<file path="config.mk">
export PLATFORM = sky130hd
export DESIGN_NAME = imm_pipe_unit
export DESIGN_NICKNAME = d
export VERILOG_FILES = /design/src/rtl/imm_pipe_unit.sv
export SDC_FILE = /design/constraint.sdc
export NUM_CORES = 1
export LEC_CHECK = 0
export BUFFER_PORTS_ARGS = -buffer_cell sky130_fd_sc_hd__clkbuf_2
export CORE_MARGIN = 2
export CORE_UTILIZATION = 39
export CTS_BUF_LIST = sky130_fd_sc_hd__clkbuf_4 sky130_fd_sc_hd__clkbuf_8 sky130_fd_sc_hd__clkbuf_16
export CTS_CLUSTER_SIZE = 10
export DETAILED_ROUTE_END_ITERATION = 10
export PLACE_DENSITY_LB_ADDON = 0.2
export SKIP_LAST_GASP = 1
export SYNTH_ARGS = -nofsm -noshare
export SYNTH_HDL_FRONTEND = slang
export SYNTH_SLANG_ARGS = --single-unit
</file>
<file path="constraint.sdc">
create_clock -name clk -period 2.8 [get_ports clk]
set_clock_uncertainty 0.05 [all_clocks]
set_input_delay 0.28 -clock clk [delete_from_list [all_inputs] [get_ports clk]]
set_output_delay 0.28 -clock clk [all_outputs]
set_load 0.1 [all_outputs]
</file>
<file path="src/rtl/imm_pipe_unit.sv">
// imm_pipe_unit: registered LEGv8 immediate generator with valid/ready handshake and flush
// Ports: clk; reset (async, active-high); in_valid/in_ready/instruction from IF/ID;
// flush drops held and incoming work; out_valid/out_ready/imm/fmt/err toward ID/EX.
module imm_pipe_unit #(
  parameter int WORD = 64,
  parameter int INSTR_LEN = 32,
  parameter int BRANCH_SHIFT = 1
) (
  input  logic                 clk,
  input  logic                 reset,
  input  logic                 in_valid,
  output logic                 in_ready,
  input  logic [INSTR_LEN-1:0] instruction,
  input  logic                 flush,
  output logic                 out_valid,
  input  logic                 out_ready,
  output logic [WORD-1:0]      imm,
  output logic [2:0]           fmt,
  output logic                 err
);
  localparam logic [2:0] F_NONE = 3'd0;
  localparam logic [2:0] F_I    = 3'd1;
  localparam logic [2:0] F_D    = 3'd2;
  localparam logic [2:0] F_CB   = 3'd3;
  localparam logic [2:0] F_B    = 3'd4;
  localparam logic [2:0] F_IM   = 3'd5;
  localparam logic [2:0] F_SH   = 3'd6;
  logic is_b, is_cb, is_im, is_i, is_d, is_sh, im_err, nxt_err, unused;
  logic [WORD-1:0] b_raw, cb_raw, b_imm, cb_imm, im_imm, i_imm, d_imm, sh_imm, nxt_imm;
  logic [2:0] nxt_fmt;
  assign unused = ^instruction[4:0];
  assign is_b  = instruction[31:26] inside {6'b000101, 6'b100101};
  assign is_cb = instruction[31:24] inside {8'b10110100, 8'b10110101, 8'b01010100};
  assign is_im = instruction[31:23] inside {9'b110100101, 9'b111100101};
  assign is_i  = instruction[31:22] inside {10'b1001000100, 10'b1011000100, 10'b1101000100,
                                            10'b1111000100, 10'b1001001000, 10'b1111001000,
                                            10'b1011001000, 10'b1101001000};
  assign is_d  = instruction[31:21] inside {11'b11111000010, 11'b11111000000};
  assign is_sh = instruction[31:21] inside {11'b11010011011, 11'b11010011010};
  assign b_raw  = {{(WORD-26){instruction[25]}}, instruction[25:0]};
  assign cb_raw = {{(WORD-19){instruction[23]}}, instruction[23:5]};
  assign b_imm  = BRANCH_SHIFT != 0 ? b_raw << 2 : b_raw;
  assign cb_imm = BRANCH_SHIFT != 0 ? cb_raw << 2 : cb_raw;
  // hw>=2 would shift the whole halfword out of a 32-bit word
  assign im_err = (WORD == 32) && instruction[22];
  assign im_imm = im_err ? '0 : {{(WORD-16){1'b0}}, instruction[20:5]} << {instruction[22:21], 4'b0000};
  assign i_imm  = {{(WORD-12){1'b0}}, instruction[21:10]};
  assign d_imm  = {{(WORD-9){instruction[20]}}, instruction[20:12]};
  assign sh_imm = {{(WORD-6){1'b0}}, instruction[15:10]};
  assign nxt_fmt = is_b ? F_B : is_cb ? F_CB : is_im ? F_IM : is_i ? F_I :
                   is_d ? F_D : is_sh ? F_SH : F_NONE;
  assign nxt_imm = is_b ? b_imm : is_cb ? cb_imm : is_im ? im_imm : is_i ? i_imm :
                   is_d ? d_imm : is_sh ? sh_imm : '0;
  assign nxt_err = !is_b && !is_cb && is_im && im_err;
  assign in_ready = !out_valid || out_ready;
  always_ff @(posedge clk or posedge reset) begin
    if (reset) begin
      out_valid <= 1'b0;
      imm       <= '0;
      fmt       <= F_NONE;
      err       <= 1'b0;
    end else if (flush) begin
      out_valid <= 1'b0;
    end else if (in_valid && in_ready) begin
      out_valid <= 1'b1;
      imm       <= nxt_imm;
      fmt       <= nxt_fmt;
      err       <= nxt_err;
    end else if (out_ready) begin
      out_valid <= 1'b0;
    end
  end
endmodule
</file>
==> results.toml, run 1 <==
[status]
status = "completed"

[worst_setup_path]
path_cells = "nor2b_1 -> clkinvlp_4 -> nand3b_1 -> nor3_2 -> a21oi_1 -> o21ai_0"
startpoint_type = "flop"
arrival_ps = 2540
end_kind = "flop"
required_ps = 3010
path_class = "flop to flop"
slowest_stage = "nor3_2"
crit_path_max_fanout = 19
slowest_delay_ps = 1020

[grt]
grt_first_pass_wirelength_microns = 19600
use_met2_pct = 38.6
grt-ovfl-total = 0
grt_usage_pct = 25.0
antenna_found_initial = 0
grt_busiest_layer = "met2"
grt_util_met3_pct = 4.44
grt.met1_usage_pct = 35.1
grt_start_max_net_pins = 69
first_global_vias = 3590

[logic_synthesis]
synth_ff_type = "dfrtp_1"
syn_nets = 466
synth.avg_cell_area_sq_um = 8.55
synth_enable_flop_cells = 0
synth.most_common_cell = "a21oi_1"
synthTopCellsByCount = "93 x a21oi_1, 68 x dfrtp_1, 39 x o21ai_0"
yosysSeqAreaShare_pct = 46.4
yosysTopAreaCell = "dfrtp_1"
yosysWarnings = 0
synthDominantCellAreaShare_pct = 46.4
ys_async_sr_fraction_pct = 100
synthTopCellsByArea = "dfrtp_1 46%, a21oi_1 13%, o21ai_0 5.3%, nand2_1 3.7%, nor2_1 3.3%"
ys_types = 52
synth_area_sq_um = 3670
ys_ff_latch = 68
synthCells = 429

[clock_network]
cts-root-buf = "clkbuf_8"
htreeDepth = 3
path_clk_slew_ps = 80
cts_sinks = 68
clk-insertion-delay-late_ps = 350
numCtsBuffers = 9
cts_tree = "built"
cts_setup_buffers = 0
clock_path_buffers = 2

[sta]
fin_tns_setup_ps = 0
max_freq_mhz = 429
slew_headroom_pct = 22.1
slew_viol_final = 0
fin_crit_ps = 2330
final.period_utilization_pct = 83.2
hold_violations = 0
timing.hold.ws_ps = 61.3
worst_slew_pin_slew_ps = 1160
worst_slack_ps = 469
finalSetupViolCount = 0
grt_setup_unrepaired = "false"

[power_and_ir_drop]
p_leak_nw = 2.08
ir_drop_mv = 0.430
power_density_nw_per_um2 = 657

[floorplanning]
die_w_microns = 101
io_pins = 107
num_rows = 35
die_area_sq_um = 10200
coreArea_sq_um = 9200
die-height_microns = 101
initial_core_util_pct = 39.9

[cells_and_area]
syn_to_final_growth_pct = 22.2
multiInputGateArea_sq_um = 1740
drive_gt1_share_pct = 28.6
diodes = 0
seqCellArea_sq_um = 1700
fillers = 918
nNetsFinal = 554

[routing]
vias = 3782
drt-total-wl_microns = 12300
viasPerCell = 5.98
antenna_left = 0
drtPass1Iterations = 7
drc = 0
detail_route.wl_per_cell_microns = 19.5
drtIter0Drc = 271

[place]
routabilityCongestion = 0.931
pre_cts_ws_ps = 431
hpwlAfterDp_microns = 8410
port-buffer-count = 105

[run]
cap_violations = 0

[worst_hold_path]
min_path_type = "input port to flop"
## kinds of logic (layout without fill, tap and decap cells)
logic type / Yosys count / in the layout / synth area share (%)
flip-flops: 68 / 68 / 46.4
other: 1 / 1 / 0.102
buffers and inverters: 48 / 140 / 6.21
AO/OA/AOI/OAI: 177 / 177 / 27.9
XOR/XNOR: 1 / 1 / 0.239
AND/OR/NAND/NOR: 134 / 134 / 19.1
## final timing paths
kind,from,slack (ps),depth (start not counted),to
min,flush,60,2,out_valid$_DFFE_PP0P_
min in group asynchronous,reset,480,4,imm[53]$_DFFE_PP0P_
min reg2reg,fmt[0]$_DFFE_PP0P_,430,2,fmt[0]$_DFFE_PP0P_
max reg2reg,out_valid$_DFFE_PP0P_,470,6,imm[45]$_DFFE_PP0P_
max,out_valid$_DFFE_PP0P_,470,6,imm[45]$_DFFE_PP0P_
max in group asynchronous,reset,1930,4,out_valid$_DFFE_PP0P_
## critical path: cells and delay by family (launching register included)
| family | cells | cell delay, ps |
|---|---|---|
| and+or+nand+nor | 3 | 1500 |
| DFF | 1 | 400 |
| buffers and inverters | 1 | 80 |
| AOI/OAI and AO/OA | 2 | 190 |
## layout make-up
| type | count | area share (%) |
|---|---|---|
| sequential | 68 | 38.0 |
| inverter | 5 | 0.502 |
| tap | 111 | 3.10 |
| timing repair buffer | 120 | 14.6 |
| clock buffer | 10 | 3.07 |
| multi-input combinational | 313 | 38.9 |
| clock inverter | 5 | 1.90 |
## cell usage in the layout (no fill, tap or decap), types with 5 or more instances in the layout
cell and instances:
a21oi_1 93, a221o_1 6, a221oi_1 6, and3_1 11, buf_4 13, clkbuf_2 105
clkbuf_8 10, dfrtp_1 67, nand2_1 36, nand3_1 17, nor2_1 32, nor3_1 8
o21ai_0 39, o21ai_1 5, o22ai_1 6
## stage by stage
stage                     cell area, sq um  utilization (%)  total power, mW  std cells
final                                 4480             48.7             2.94        632
after global routing                  4480             48.7             3.05        632
after floorplan                       3670                -             1.84        429
after CTS                             4480             48.7             2.96        632
after global placement                4250             46.2             2.03        616
after detailed placement              4250             46.2             2.04        616
## power by group
group	leakage, nW	internal, mW	switching [mW]	total, mW
clock network	0.109	0.525	0.400	0.925
logic	1.09	0.132	0.785	0.917
registers	0.890	1.06	0.0457	1.10
## metal layers
metal	vias up	share of wire (%)	routed length [microns]
li1	1725	-	-
met1	1827	44	5390
met2	201	46	5710
met3	29	7.4	911
met4	0	2.5	305
met5	-	0	0
## timing repair
action | 4_1_cts | 5_1_grt
gates resized for setup | 0 | 0
hold buffers | 1 | 0
hold endpoints to repair | 68 | 0
## state kept, by name, indices dropped and copies added, names as in the netlist
name / count
imm: 64
out_valid: 1
fmt: 3
No activity file was read; power rests on OpenSTA's default activity.
==> run 2, diff against run 1 <==
- clock period: 2.8 -> 2.1 ns (I/O delays scaled with it)
==> results.toml, run 2 (synthesis results as in run 1) <==
[worst_setup_path]
path_buf_inv = 4
path_class = "input port to flop"
cp_top_family = "buffers and inverters"
startpoint_type = "input port"
slowest_delay_ps = 530
required_ps = 2310
end_kind = "flop"
path_cells = "dlygate4sd3_1 -> clkbuf_2 -> nand3b_1 -> buf_4 -> nor2_2 -> o21ai_2 -> buf_12 -> o21ai_0"
crit_path_max_fanout = 25
arrival_ps = 2040
slowest_stage = "dlygate4sd3_1"

[place]
port-buffer-count = 105
routabilityCongestion = 0.925
hpwlAfterDp_microns = 8670
place_inst = 637
pre_cts_ws_ps = 173
placed_cell_area_sq_um = 4530

[grt]
grt-ovfl-total = 0
grt_first_pass_wirelength_microns = 19500
antenna_found_initial = 0
grt_usage_pct = 25.1
first_global_vias = 3622
grt_start_max_net_pins = 69

[worst_hold_path]
min_path_type = "input port to flop"

[power_and_ir_drop]
ir_drop_mv = 0.347
clkPwrFrac_pct = 28.8
switching_share_pct = 42.0
p_int_mw = 2.23
p_leak_nw = 2.21
comb_power_share_pct = 33.0
power_density_nw_per_um2 = 809
power_switching_mw = 1.61
p_seq_share_pct = 38.2

[sta]
final.period_utilization_pct = 87.0
fin_crit_ps = 1830
hold_violations = 0
grt_setup_unrepaired = "false"
timing.hold.ws_ps = 77.4
slew_headroom_pct = 62.5
slew_viol_final = 0
worst_slew_pin_slew_ps = 558
worst_slack_ps = 273
finalSetupViolCount = 0
max_freq_mhz = 547

[routing]
antenna_left = 0
drtPass1Iterations = 5
vias = 3681
detail_route.wl_per_cell_microns = 18.9
drtIter0Drc = 214
drt-total-wl_microns = 12400
viasPerCell = 5.64
drc = 0

[cells_and_area]
nNetsFinal = 576
final_cell_mix = "105 x clkbuf_2, 84 x a21oi_1, 67 x dfrtp_1"
largest_register = "imm"
fin_cells = 653
largest_register_ffs = 64
largest_registers = "imm x64, fmt x3, out_valid x1"
syn_to_final_growth_pct = 29.3
final_common_cell = "clkbuf_2"
drive_gt1_share_pct = 33.2
fin_area_sq_um = 4740
diodes = 0
fin_util_pct = 51.6

[clock_network]
cts-root-buf = "clkbuf_8"
numCtsBuffers = 9
clock_path_buffers = 2
path_clk_slew_ps = 70
cts_tree = "built"
clk-insertion-delay-late_ps = 340
cts_sinks = 68
cts_setup_buffers = 0
htreeDepth = 3

[status]
status = "completed"

[floorplanning]
io_pins = 107
initial_core_util_pct = 39.9
coreArea_sq_um = 9200
die_area_sq_um = 10200
die_w_microns = 101
num_rows = 35
die-height_microns = 101

[run]
cap_violations = 0
[run 2: cell types whose count changed in the layout (fill, tap and decap cells not counted), sizes merged]
cell,before,now
buf,14,35
clkinvlp,2,1
clkbuf,115,117
inv,5,4
bufinv,2,1
dlygate4sd3,1,2
[run 2: power by group through the flow]
stage | Clock [mW] | Combinational, mW | Sequential, mW
6_report | 1.11 | 1.26 | 1.47
5_1_grt | 1.17 | 1.32 | 1.48
4_1_cts | 1.12 | 1.27 | 1.47
3_5_place_dp | 0 | 1.27 | 1.49
3_3_place_gp | 0 | 1.26 | 1.49
2_1_floorplan | 0 | 0.262 | 2.22
[run 2: final cells by class]
class / instances / area (sq um)
clock inverter: 2 / 35.0
timing repair buffer: 142 / 883
tap: 111 / 139
clock buffer: 12 / 159
inverter: 5 / 22.5
sequential: 68 / 1700
multi-input combinational: 313 / 1800
fill: 891 / 4460
[run 2: timing repair]
action | 4_1_cts | 5_1_grt
gates resized for setup | 0 | 0
hold buffers | 2 | 0
endpoints found under the hold margin | 69 | 0
[run 2: worst register-to-register path, delay by kind of cell (launching register included)]
| family | cells | cell delay [ps] |
|---|---|---|
| and+or+nand+nor | 3 | 520 |
| buffers and inverters | 3 | 480 |
| DFF | 1 | 410 |
| AOI/OAI and AO/OA | 2 | 280 |
[run 2: worst paths after layout]
check | start | to | slack [ps] | cells after the start
min in group asynchronous | reset | imm[9]$_DFFE_PP0P_ | 420 | 4
worst max-delay path | flush | imm[43]$_DFFE_PP0P_ | 270 | 8
worst min register to register | imm[9]$_DFFE_PP0P_ | imm[9]$_DFFE_PP0P_ | 440 | 2
worst min-delay path | in_valid | out_valid$_DFFE_PP0P_ | 80 | 3
worst max register to register | out_valid$_DFFE_PP0P_ | imm[43]$_DFFE_PP0P_ | 270 | 8
max in group asynchronous | reset | out_valid$_DFFE_PP0P_ | 1260 | 4
[run 2: routing by layer]
| metal | vias to the layer above | global-route usage, % | wire length, microns |
|---|---|---|---|
| met5 | - | 0 | 0 |
| met4 | 0 | 8.21 | 245 |
| met3 | 19 | 4.72 | 850 |
| met2 | 146 | 40.8 | 5860 |
| met1 | 1750 | 33.8 | 5400 |
| li1 | 1766 | - | - |
[run 2: metrics by stage]
step / power [mW] / TNS, ps
global placement: 2.75 / 0
finish: 3.84 / 0
global route: 3.97 / 0
floorplan: 2.48 / -16220
CTS: 3.86 / 0
detailed placement: 2.76 / 0
==> run 3, diff against run 2 <==
- CORE_MARGIN: 2 -> 3
==> results.toml, run 3 (synthesis results as in run 1) <==
[grt]
grt_start_max_net_pins = 69
antenna_found_initial = 0
grt_first_pass_wirelength_microns = 19600
grt_usage_pct = 24.2
first_global_vias = 3547
grt-ovfl-total = 0

[clock_network]
htreeDepth = 3
cts_tree = "built"
cts-root-buf = "clkbuf_8"
cts_sinks = 68
clk-insertion-delay-late_ps = 340
clock_path_buffers = 2
path_clk_slew_ps = 70
numCtsBuffers = 9

[place]
port-buffer-count = 105
placed_cell_area_sq_um = 4460
routabilityCongestion = 0.936
pre_cts_ws_ps = -159
hpwlAfterDp_microns = 8670

[cells_and_area]
largest_registers = "imm x64, fmt x3, out_valid x1"
nNetsFinal = 571
drive_gt1_share_pct = 32.8
fin_area_sq_um = 4660
final_common_cell = "clkbuf_2"
seqCellArea_sq_um = 1700
multiInputGateArea_sq_um = 1810
final_cell_mix = "105 x clkbuf_2, 84 x a21oi_1, 67 x dfrtp_1"
largest_register = "imm"
fillers = 878
diodes = 0
largest_register_ffs = 64
syn_to_final_growth_pct = 27.1

[worst_setup_path]
crit_start = "out_valid$_DFFE_PP0P_"
crit_path_max_fanout = 19
end_kind = "flop"
arrival_ps = 2040
r2r_start = "out_valid$_DFFE_PP0P_"
path_class = "flop to flop"
required_ps = 2300
startpoint_type = "flop"
regToRegSetupSlack_ps = 260

[routing]
drtIter0Drc = 200
drtPass1Iterations = 5
vias = 3728
drc = 0
viasPerCell = 5.76
drt-total-wl_microns = 12500
detail_route.wl_per_cell_microns = 19.3
antenna_left = 0

[power_and_ir_drop]
switching_share_pct = 44.6
p_seq_share_pct = 39.7
clkPwrFrac_pct = 26.2
power_switching_mw = 1.65
p_leak_nw = 2.16
comb_power_share_pct = 34.1
power_density_nw_per_um2 = 792
p_int_mw = 2.05
ir_drop_mv = 0.349

[run]
cap_violations = 0

[sta]
worst_slack_ps = 263
max_freq_mhz = 544
grt_setup_unrepaired = "false"
slew_viol_final = 0
worst_slew_pin_slew_ps = 630
slew_headroom_pct = 57.8
hold_violations = 0
final.period_utilization_pct = 87.5
fin_crit_ps = 1840
finalSetupViolCount = 0

[floorplanning]
coreArea_sq_um = 8930
die-height_microns = 103
die_area_sq_um = 10600
initial_core_util_pct = 41.1
num_rows = 34
die_w_microns = 103
io_pins = 107

[worst_hold_path]
min_path_type = "input port to flop"
holdCritStartpoint = "in_valid"

[status]
status = "completed"
## run 3: power by group through the flow
stage | clock [mW] | sequential, mW | combinational, mW
floorplan | 0 | 2.22 | 0.262
finish | 0.968 | 1.46 | 1.26
detailed placement | 0 | 1.49 | 1.26
CTS | 0.995 | 1.46 | 1.26
global placement | 0 | 1.49 | 1.25
global route | 1.06 | 1.48 | 1.31
## run 3: critical path, cell delays in order, from the launching register on
cell,delay (ps)
dfrtp_2,410
nor2b_4,140
clkinvlp_4,60
nand3b_1,220
buf_4,240
nor3_4,170
buf_4,260
a21oi_1,70
o21ai_1,120
## run 3: path summary, 6_finish.rpt
kind | endpoint | cells after the start
min in group asynchronous | imm[62]$_DFFE_PP0P_ | 4
min | out_valid$_DFFE_PP0P_ | 3
min reg2reg | imm[9]$_DFFE_PP0P_ | 2
max in group asynchronous | out_valid$_DFFE_PP0P_ | 4
max reg2reg | imm[31]$_DFFE_PP0P_ | 8
max | imm[31]$_DFFE_PP0P_ | 8
## run 3: area by class of cell
cell class,count,area share (%)
Clock inverter,6,0.886
Multi-Input combinational cell,313,38.8
Sequential cell,68,36.5
Tap cell,108,2.90
Inverter,5,0.483
Timing Repair Buffer,137,17.6
Clock buffer,10,2.82
## run 3: timing repair
| item | in CTS | in global routing |
|---|---|---|
| buffers inserted | 0 | 0 |
| hold buffers | 2 | 0 |
| endpoints found under the hold margin | 69 | 0 |
| endpoints found under the setup margin | 0 | 8 |
| resized for setup | 0 | 1 |
## run 3: metal layers
layer	part of all wire (%)	global-route usage, %	up-vias	wire [microns]
met5	0	0	-	0
li1	-	-	1757	-
met2	46	37.4	155	5780
met3	6.6	5.07	22	825
met4	2.0	6.97	0	247
met1	45	34.2	1794	5610
## run 3: per-stage QoR
| step | instances | total power [mW] | TNS, ps | util [%] | hold slack [ps] |
|---|---|---|---|---|---|
| final | 647 | 3.69 | 0 | 52.2 | 71.5 |
| after global routing | 647 | 3.85 | 0 | 52.2 | 65.6 |
| after CTS | 647 | 3.72 | 0 | 52.1 | 54.0 |
| after detailed placement | 629 | 2.75 | -2560 | 49.9 | 256 |
| after global placement | 629 | 2.74 | -806 | 49.9 | 244 |
| after floorplan | 429 | 2.48 | -16220 | - | 223 |
